File: config.mk
export PLATFORM = sky130hd
export DESIGN_NAME = counter_ctrl
export DESIGN_NICKNAME = d
export VERILOG_FILES = /design/src/rtl/counter_ctrl.sv
export SDC_FILE = /design/constraint.sdc
export NUM_CORES = 1
export LEC_CHECK = 0
export CORE_ASPECT_RATIO = 1.25
export CORE_MARGIN = 2
export CORE_UTILIZATION = 40
export CTS_CLUSTER_DIAMETER = 100
export DETAILED_ROUTE_END_ITERATION = 8
export GPL_TIMING_DRIVEN = 0
export PLACE_DENSITY = 0.85
export SYNTH_ARGS = -nofsm -noshare
export SYNTH_HDL_FRONTEND = slang
export SYNTH_SLANG_ARGS = --single-unit
File: constraint.sdc
create_clock -name clk -period 4.25 [get_ports clk]
set_clock_uncertainty 0.05 [all_clocks]
set_input_delay 0.425 -clock clk [delete_from_list [all_inputs] [get_ports clk]]
set_output_delay 0.425 -clock clk [all_outputs]
set_load 0.005 [all_outputs]
File: src/rtl/counter_ctrl.sv
// counter_ctrl: sequencing controller for a free-running counter.
// Clears the counter, enables it until it reaches a latched terminal value,
// then emits a tick (and a done pulse in one-shot mode). Continuous mode
// re-clears and repeats, giving a tick every period+2 cycles.
module counter_ctrl #(
    parameter int WIDTH = 26,
    parameter int TCW   = 8
) (
    input  logic             clk,
    input  logic             reset,
    input  logic             start,
    input  logic             stop,
    input  logic             oneshot,
    input  logic [WIDTH-1:0] period,
    input  logic [WIDTH-1:0] count,
    output logic             cnt_en,
    output logic             cnt_resetn,
    output logic             tick,
    output logic             done,
    output logic             busy,
    output logic [TCW-1:0]   tick_count
);

    typedef enum logic [1:0] {
        IDLE  = 2'd0,
        CLEAR = 2'd1,
        RUN   = 2'd2,
        DONE  = 2'd3
    } state_t;

    state_t           state_r;
    state_t           state_next_s;
    logic [WIDTH-1:0] period_r;
    logic             mode_r;
    logic             tick_r;
    logic [TCW-1:0]   tick_count_r;
    logic             accept_s;
    logic             terminal_s;

    // Next-state and decoded outputs; stop overrides everything outside IDLE.
    always_comb begin
        state_next_s = state_r;
        accept_s     = 1'b0;
        terminal_s   = 1'b0;
        cnt_en       = 1'b0;
        cnt_resetn   = ~reset;
        done         = 1'b0;
        busy         = 1'b0;
        case (state_r)
            IDLE: begin
                if (start && !stop) begin
                    accept_s     = 1'b1;
                    state_next_s = CLEAR;
                end else begin
                    state_next_s = IDLE;
                end
            end
            CLEAR: begin
                busy = 1'b1;
                if (stop) begin
                    // an aborted run leaves the counter value untouched
                    state_next_s = IDLE;
                end else begin
                    cnt_resetn   = 1'b0;
                    state_next_s = RUN;
                end
            end
            RUN: begin
                busy = 1'b1;
                if (stop) begin
                    // enable is dropped so the counter freezes on the stop cycle
                    state_next_s = IDLE;
                end else begin
                    cnt_en = (count != period_r);
                    if (count == period_r) begin
                        terminal_s   = 1'b1;
                        state_next_s = mode_r ? DONE : CLEAR;
                    end else begin
                        state_next_s = RUN;
                    end
                end
            end
            DONE: begin
                busy = 1'b1;
                done = 1'b1;
                state_next_s = IDLE;
            end
            default: begin
                state_next_s = IDLE;
            end
        endcase
    end

    // State register.
    always_ff @(posedge clk) begin
        if (reset) begin
            state_r <= IDLE;
        end else begin
            state_r <= state_next_s;
        end
    end

    // Terminal value and mode are captured only when a start is accepted.
    always_ff @(posedge clk) begin
        if (reset) begin
            period_r <= {WIDTH{1'b0}};
            mode_r   <= 1'b0;
        end else if (accept_s) begin
            period_r <= period;
            mode_r   <= oneshot;
        end else begin
            period_r <= period_r;
            mode_r   <= mode_r;
        end
    end

    // Tick pulse and wrapping tick accumulator.
    always_ff @(posedge clk) begin
        if (reset) begin
            tick_r       <= 1'b0;
            tick_count_r <= {TCW{1'b0}};
        end else begin
            tick_r <= terminal_s;
            if (accept_s) begin
                tick_count_r <= {TCW{1'b0}};
            end else if (terminal_s) begin
                tick_count_r <= tick_count_r + TCW'(1);
            end else begin
                tick_count_r <= tick_count_r;
            end
        end
    end

    assign tick       = tick_r;
    assign tick_count = tick_count_r;

endmodule

==> metrics, run 1 <==
status finished clean; # IOs 70; Initial Utilization 41.5%; DRC 0; Final Slew Violations 0; DR iter-0 viols 182; Gate power share 17.2%; RePlAce Congestion 0.886; initial antenna violation count 0; 1st-pass router iterations 4; Skew-Pair Late Insertion Delay 0.29 ns; Cell Count, Final, Fillers Out roughly 360; FF-to-FF Start state_r[1]; #FFs+latches synth 38; Hold Violations, Final 0; vias per std cell approximately 5.0; sw power 0.180 mW; Filler Cell Count 408; CTS Buf Count 5; register area between 700 and 800 um2; drt total wl 4600 um; crit path time final between 2 and 3 ns; PwrDens 277 mW/mm2; Die Span Y 79.5 um; max incr delay on CP 0.49 ns; Post-CTS Setup Repair Bufs 0; most frequent cell after synthesis nand2_1; Worst-path clk slew 0.07 ns; WS Path Type input port to output pin; Synth area leaders dfxtp_1 42%, nand2_1 13%, a21oi_1 8.8%; WHS Path Cells 2; Critical Path Sink cnt_en; RSZ-0062 raised after global routing false; fin nets 358; setup TNS 0 ns; CTS H-tree depth 2; Critical Path AT 2.51 ns; post-CTS sizing 0; Reg-to-Reg End period_r[23]; number of vias after detailed routing 1807; Slew @ Worst Pin 0.638 ns; vias in the first global route 1733; buffer and inverter count on the worst path 3; Clock Root Buffer clkbuf_8; Peak VDD IR ~160 uV; Core Rows 27; Synth top cells by count 61 x nand2_1, 38 x dfxtp_1, 32 x a21oi_1; hold crit path type flip-flop to flip-flop; layout cells sized above 1 5.00%; yosys warns 0; final total power 0.738 mW; area of the multi-input gates 995 um2; Post-Place Cells 351; number of enable flip-flop cells after synthesis 0; Critical Path End Type output pin; Async SR Flop Fraction 0%; slowest CP cell clkdlybuf4s50_1; sequential share of power 51.2%; Place WS 1.25 ns; # clock sinks 38; Hold Buf Count CTS 0; Fmax ~330 MHz; Setup-failing EPs final 0; Post-Syn Nets approximately 280; WHS 0.416 ns; Crit path max-delay family buffers and inverters; largest net degree at the start of global routing 11; slew margin rel. 57.3%; first-pass GRT wire length 7600 um; Yosys cell types 30; Max-cap violations 0; predominant post-synthesis flop cell dfxtp_1; crit path from count[23]; Crit. path cell count 8; critical-path cell list clkdlybuf4s50_1, xnor2_1, nand4_1, or3_1, clkbuf_1, nor2_1, nor2_1, clkdlybuf4s50_1; Worst setup SP type input port; post-synth top area share 41.7%; R2R cell count 6; Die W 64.4 um; Sw Ratio around a quarter; Leak 0.938 nW; Mapped Area between 0.0015 and 0.002 mm2; Crit Path Max Fanout 8; Mean Syn Cell Area 8.14 um2; clk buf depth 2; grt ovf 0; ant diodes 0; Yosys top cell by area dfxtp_1; CTS tree done; GRT Resource Usage Total 19.3%; setup ws final 1.26 ns; clock power share 31.6%; reg2reg setup slack 2.08 ns; Port-buffer cells 69; WL per Instance about 13 um; HPWL after detailed placement between 3000 and 4000 um; P_int 0.557 mW; Seq/Total Area, Yosys roughly two fifths; Core ar. ~0.0044 mm2; Gate Count Post-Synth 224; Detail Route Antenna Nets 0; Tcrit/Tclk final between 70 and 80%; Area Overhead vs Synth 46.1%; die area ~0.0051 mm2; Critical Path RT 3.77 ns
==> worst register-to-register path, cell delays in order (launching register included) <==
cell and delay [ns]:
dfxtp_1 0.35, or2_2 0.33, nor3b_1 0.56, buf_2 0.34
buf_2 0.26, nand2_1 0.08, a21oi_1 0.12
==> power groups by stage <==
stage / clock network (mW) / registers [mW] / logic [mW]
floorplan: 0 / 0.384 / 0.0563
global placement: 0 / 0.385 / 0.125
detailed placement: 0 / 0.386 / 0.127
CTS: 0.239 / 0.378 / 0.128
global route: 0.253 / 0.379 / 0.139
finish: 0.233 / 0.377 / 0.127
==> worst min-delay path by stage <==
| stage | slack, ns | to | from |
|---|---|---|---|
| floorplan | 0.39 | mode_r | mode_r |
| global placement | 0.40 | mode_r | mode_r |
| global route | 0.44 | period_r[13] | period_r[13] |
| detailed placement | 0.41 | period_r[21] | period_r[21] |
| CTS | 0.42 | period_r[21] | period_r[21] |
| finish | 0.42 | period_r[1] | period_r[1] |
==> cell usage in the layout, fill, tap and decap left out, types with 6 or more instances in the layout <==
cell type,Yosys,final
xnor2_1,13,13
a21oi_1,32,32
clkbuf_1,8,10
nor2_1,6,6
dfxtp_1,38,38
or3_1,7,7
clkdlybuf4s50_1,0,69
nand4_1,7,7
xor2_1,14,14
nand2_1,61,61
==> routing by layer <==
layer / wire length [um] / global-route usage, % / up-vias
li1: - / - / 908
met1: 1780 / 20.7 / 816
met2: 2400 / 35.8 / 76
met3: 326 / 5.08 / 7
met4: 97 / 7.45 / 0
met5: 0 / 0 / -
==> cell families (layout without fill, tap and decap cells) <==
group,after synthesis,after routing,share of synthesized area [%]
adder cells (fa/ha/maj),1,1,0.686
AND/OR/NAND/NOR,101,101,27.2
flip-flops,38,38,41.7
XOR/XNOR,27,27,13.0
multiplexers,5,5,2.75
buffers and inverters,15,91,3.71
AO/OA/AOI/OAI,37,37,10.9
==> registers in the layout, summed over array words and instances, names as in the netlist <==
signal      cells
period_r       26
mode_r          1
tick            1
tick_count      8
state_r         2
==> through the flow <==
| stage | instance area (um2) | utilization, % |
|---|---|---|
| floorplan | 1820 | - |
| global placement | 2590 | 58.9 |
| detailed placement | 2590 | 58.9 |
| CTS | 2660 | 60.6 |
| global route | 2660 | 60.6 |
| finish | 2660 | 60.6 |
==> final cells by class <==
cell class,instances,share of cell area (%)
inverters,3,0.423
flip-flops and latches,38,28.6
repair buffers,69,25.9
plain buffers,12,2.11
multi-input cells,171,37.4
clock buffers,7,2.87
well taps,58,2.73
Note: power is estimated with default switching activity, not from simulation.
==> run 2: changes to the inputs <==
Settings changed: CORE_UTILIZATION 40 to 39, PLACE_DENSITY 0.85 to 0.86.
Clock period 4.25 ns to 2.7 ns, I/O delays scaled along.
==> metrics, run 2 (same netlist as run 1, synthesis figures left out) <==
Filler Cell Count 423 (+3.7%); CTS Buf Count 5 (unchanged); sequential share of power 49.6% (-1.6 points); clock power share 33.9% (+2.3 points); # clock sinks 38 (unchanged); Worst setup SP type input port; hold path startpoint mode_r; # IOs 70 (unchanged); Critical Path RT 2.38 ns (-1.39 ns); critical-path cell list clkdlybuf4s50_1, xnor2_1, nand4_1, or3_1, nor2_1, nor2_1, clkdlybuf4s50_1; Final Slew Violations 0 (unchanged); RSZ-0062 raised after global routing false; fin nets 358 (unchanged); Critical Path AT 2.26 ns (-0.25 ns); number of vias after detailed routing 1817 (+0.55%); WS Path Type input port to output pin; vias in the first global route 1858 (+7.2%); WL per Instance 12.9 um (+0.67%); largest net degree at the start of global routing 12 (+1); max reg flops 26 (unchanged); R2R cell count 6 (unchanged); Gate power share 16.6% (-0.6 points); PwrDens 448 mW/mm2 (+62%); Port-buffer cells 69 (unchanged); Tcrit/Tclk final 95.6%; crit path time final 2.58 ns; die area 0.00524 mm2 (+2.4%); Hold Buf Count CTS 0 (unchanged); Die W 65.2 um (+1.2%); Core ar. 0.00446 mm2 (+1.5%); initial antenna violation count 0 (unchanged); Biggest register period_r; HPWL after detailed placement 3650 um (+2.4%); Sw Ratio 24.6% (+0.13 points); Reg-to-Reg End period_r[22]; CTS H-tree depth 2 (unchanged); first-pass GRT wire length 7760 um (+2.1%); status finished clean; drt total wl 4650 um (+0.96%); hold crit path type flip-flop to flip-flop; FF-to-FF Start state_r[1]; slowest CP cell or3_1; Hold Violations, Final 0 (unchanged); WHS Path Cells 2 (unchanged); Peak VDD IR 319 uV (+95%); Cell Count, Final, Fillers Out 359 (+0.28%); setup TNS 0 ns (unchanged); reg2reg setup slack 0.57 ns (-1.51 ns); Crit Path Max Fanout 8 (unchanged); Area Overhead vs Synth 47.1%; Skew-Pair Late Insertion Delay 0.29 ns (about the same); Die Span Y 80.4 um (+1.2%); Initial Utilization 40.9% (-0.63 points); Fmax 388 MHz; Critical Path End Type output pin; Post-Place Cells 351 (unchanged); GRT Resource Usage Total 19.2% (-0.14 points); Max-cap violations 0 (unchanged); Detail Route Antenna Nets 0 (unchanged); most frequent cells in the layout 69 x clkdlybuf4s50_1, 61 x nand2_1, 38 x dfxtp_1; P_int 0.905 mW (+62%); slew margin rel. 61.2% (+3.8 points); Setup-failing EPs final 0 (unchanged); vias per std cell 5.06 (+0.27%); max incr delay on CP 0.54 ns (+0.05 ns); layout cells sized above 1 5.98% (+0.98 points); crit path from count[23]; ant diodes 0 (unchanged); Slew @ Worst Pin 0.581 ns (-0.0576 ns); Core Rows 27 (unchanged); commonest non-fill, non-tap cell in the layout clkdlybuf4s50_1; Worst-path clk slew 0.08 ns (about the same); CTS tree done; Leak 0.951 nW (+1.4%); sw power 0.295 mW (+64%); Hold EP mode_r; RePlAce Congestion 0.881 (-0.55%); Clock Root Buffer clkbuf_8; DR iter-0 viols 142 (-22%); grt ovf 0 (unchanged); 1st-pass router iterations 4 (unchanged); clk buf depth 2 (unchanged); DRC 0 (unchanged)
==> run 2: cell count changes in the layout (fill, tap and decap cells not counted), sizes merged <==
cell and change:
buf +1, clkbuf -1, clkinv +1
==> run 2: critical path, delay by kind of cell <==
kind,cells,cell delay (ns)
buffers and inverters,2,0.91
AND/OR/NAND/NOR,4,0.96
XOR/XNOR,1,0.12
==> run 2: final cells by class <==
cell class / instances / area (um2) / area share, %
tap: 58 / 72.6 / 2.71
clock buffer: 7 / 86.3 / 3.22
multi-input combinational: 171 / 995 / 37.1
inverter: 3 / 11.3 / 0.420
timing repair buffer: 70 / 698 / 26.0
buffer: 11 / 52.6 / 1.96
sequential: 38 / 761 / 28.4
clock inverter: 1 / 5.00 / 0.187
==> run 2: per-stage QoR <==
stage	utilization, %	setup slack [ns]	hold slack (ns)	power (mW)	area [um2]
4_1_cts	60.0	0.0503	0.412	1.21	2680
3_3_place_gp	58.0	0.110	0.397	0.803	2590
5_1_grt	60.1	0.0510	0.430	1.26	2680
2_1_floorplan	-	0.891	0.303	0.693	1820
6_report	60.1	0.120	0.412	1.20	2680
3_5_place_dp	58.0	0.0542	0.402	0.808	2590
==> run 2: per-layer routing <==
| layer | wire [um] | global-route usage (%) | up-vias |
|---|---|---|---|
| li1 | - | - | 910 |
| met1 | 1830 | 20.8 | 824 |
| met2 | 2390 | 34.8 | 74 |
| met3 | 350 | 5.74 | 9 |
| met4 | 80 | 7.29 | 0 |
| met5 | 0 | 0 | - |
==> run 2: repair_timing <==
item	CTS	global route
buffers inserted	0	1
resized for setup	0	0
setup endpoints to repair	0	1
==> run 2: worst max path at each step <==
stage	to	slack, ns
6_report	cnt_en	0.12
4_1_cts	cnt_en	0.05
3_5_place_dp	cnt_en	0.05
2_1_floorplan	tick_count[4]	0.89
5_1_grt	cnt_en	0.05
3_3_place_gp	cnt_en	0.11
==> run 2: power by group through the flow <==
stage	Combinational (mW)	Sequential, mW	Clock [mW]
floorplan	0.0886	0.605	0
global placement	0.196	0.606	0
finish	0.199	0.595	0.406
detailed placement	0.200	0.608	0
CTS	0.201	0.595	0.409
global route	0.219	0.597	0.441
==> run 3: changes to the inputs <==
Settings changed: PLACE_DENSITY 0.86 to 0.78.
==> metrics, run 3 (same netlist as run 1, synthesis figures left out) <==
status finished clean; sw power 0.282 mW (-4.2%); area of the multi-input gates 997 um2 (+0.25%); Top cell by count, worst path clkdlybuf4s50_1; Die Span Y 80.4 um (unchanged); DR iter-0 viols 113 (-20%); Crit path max-delay family simple AND/OR/NAND/NOR gates; FF-to-FF Start state_r[1]; max incr delay on CP 0.56 ns (+0.02 ns); Port-buffer cells 69 (unchanged); CTS tree done; HPWL after detailed placement 3610 um (-0.90%); Critical Path End Type output pin; number of vias after detailed routing 1826 (+0.50%); Core ar. 0.00446 mm2 (unchanged); dpl cell area 0.00259 mm2 (unchanged); Worst-path clk slew 0.07 ns (about the same); WS Path Type input port to output pin; die area 0.00524 mm2 (unchanged); sequential share of power 51.2% (+1.6 points); Setup-failing EPs final 0 (unchanged); design area 0.00268 mm2 (about the same); WL per Instance 13.2 um (+2.0%); setup TNS 0 ns (unchanged); RSZ-0062 raised after global routing false; slew margin rel. 56.1% (-5.1 points); ant diodes 0 (unchanged); drt total wl 4760 um (+2.3%); grt ovf 0 (unchanged); 1st-pass router iterations 4 (unchanged); Final Slew Violations 0 (unchanged); hold path startpoint period_r[8]; Sw Ratio 24.3% (-0.21 points); slowest CP cell or3_1; hold crit path type flip-flop to flip-flop; Worst setup SP type input port; crit path time final 2.58 ns (-0.00263 ns); GRT Resource Usage Total 19.4% (+0.22 points); Skew-Pair Late Insertion Delay 0.29 ns (about the same); PwrDens 432 mW/mm2 (-3.4%); vias per std cell 5.07 (+0.22%); Crit Path Max Fanout 8 (unchanged); initial antenna violation count 0 (unchanged); Critical Path AT 2.26 ns (about the same); layout cells sized above 1 6.29% (+0.31 points); critical-path cell list clkdlybuf4s50_1, xnor2_1, nand4_1, or3_1, nor2_2, nor2_1, clkdlybuf4s50_1; # IOs 70 (unchanged); Post-Route Utilization 60.2% (about the same); fin nets 360 (+0.56%); DRC 0 (unchanged); max reg flops 26 (unchanged); CTS H-tree depth 2 (unchanged); crit path from count[7]; Detail Route Antenna Nets 0 (unchanged); Filler Cell Count 428 (+1.2%); register area 761 um2 (unchanged); # clock sinks 38 (unchanged); RePlAce Congestion 0.912 (+3.6%); Slew @ Worst Pin 0.657 ns (+0.0763 ns); Core Rows 27 (unchanged); commonest non-fill, non-tap cell in the layout clkdlybuf4s50_1; first-pass GRT wire length 7710 um (-0.71%); Fmax 388 MHz (+0.10%); Max-cap violations 0 (unchanged); Initial Utilization 40.9% (unchanged); largest net degree at the start of global routing 11 (-1); Hold Violations, Final 0 (unchanged); P_int 0.878 mW (-3.1%); Area Overhead vs Synth 47.2% (about the same); most frequent cells in the layout 69 x clkdlybuf4s50_1, 61 x nand2_1, 38 x dfxtp_1; Gate power share 17.3% (+0.7 points); Tcrit/Tclk final 95.5% (-0.097 points); Peak VDD IR 262 uV (-18%); Clock Root Buffer clkbuf_8; Biggest register period_r; buffer and inverter count on the worst path 2 (unchanged); CTS Buf Count 5 (unchanged); clk buf depth 2 (unchanged); Critical Path RT 2.38 ns (about the same); clock power share 31.4% (-2.5 points); Die W 65.2 um (unchanged); Leak 0.950 nW (-0.18%); vias in the first global route 1667 (-10%)
==> run 3: per-layer routing <==
layer,part of all wire (%),GRT usage (%),wire (um)
met5,0,0,0
met4,2.7,8.54,129
met2,50,33.7,2350
met1,41,22.3,1950
met3,6.7,5.04,318
==> run 3: cell type report <==
class,count,share of cell area (%)
plain buffers,11,1.96
clock buffers,7,2.84
inverters,3,0.420
multi-input cells,171,37.2
flip-flops and latches,38,28.3
well taps,58,2.70
repair buffers,72,26.6
==> run 3: metrics by stage <==
stage / setup slack, ns / hold slack (ns) / cells / power [mW]
2_1_floorplan: 0.891 / 0.303 / 224 / 0.693
3_3_place_gp: 0.0806 / 0.396 / 351 / 0.806
3_5_place_dp: 0.0257 / 0.409 / 351 / 0.809
4_1_cts: 0.0183 / 0.418 / 358 / 1.17
5_1_grt: 0.0289 / 0.435 / 360 / 1.21
6_report: 0.122 / 0.418 / 360 / 1.16
==> run 3: worst paths after layout <==
check                           cells past startpoint  slack [ns]          end
worst max-delay path                                7        0.12       cnt_en
worst min-delay path                                2        0.42  period_r[8]
worst max register to register                      6        0.54       mode_r
worst min register to register                      2        0.42  period_r[8]
==> run 3: tightest hold or removal path, cell delays in order (launching register included) <==
cell and delay [ns]:
dfxtp_1 0.32, nand2_1 0.05, a21oi_1 0.05
==> run 3: power groups by stage <==
stage               Combinational [mW]  Sequential [mW]  Clock (mW)
finish                           0.201            0.594       0.365
global route                     0.221            0.597       0.393
CTS                              0.203            0.594       0.373
detailed placement               0.201            0.607           0
global placement                 0.199            0.606           0
floorplan                       0.0886            0.605           0
==> run 3: repair_timing <==
action / 4_1_cts / 5_1_grt
setup buffers: 0 / 3
setup endpoints to repair: 0 / 1
hold buffers: 0 / 0
gates resized for setup: 0 / 1
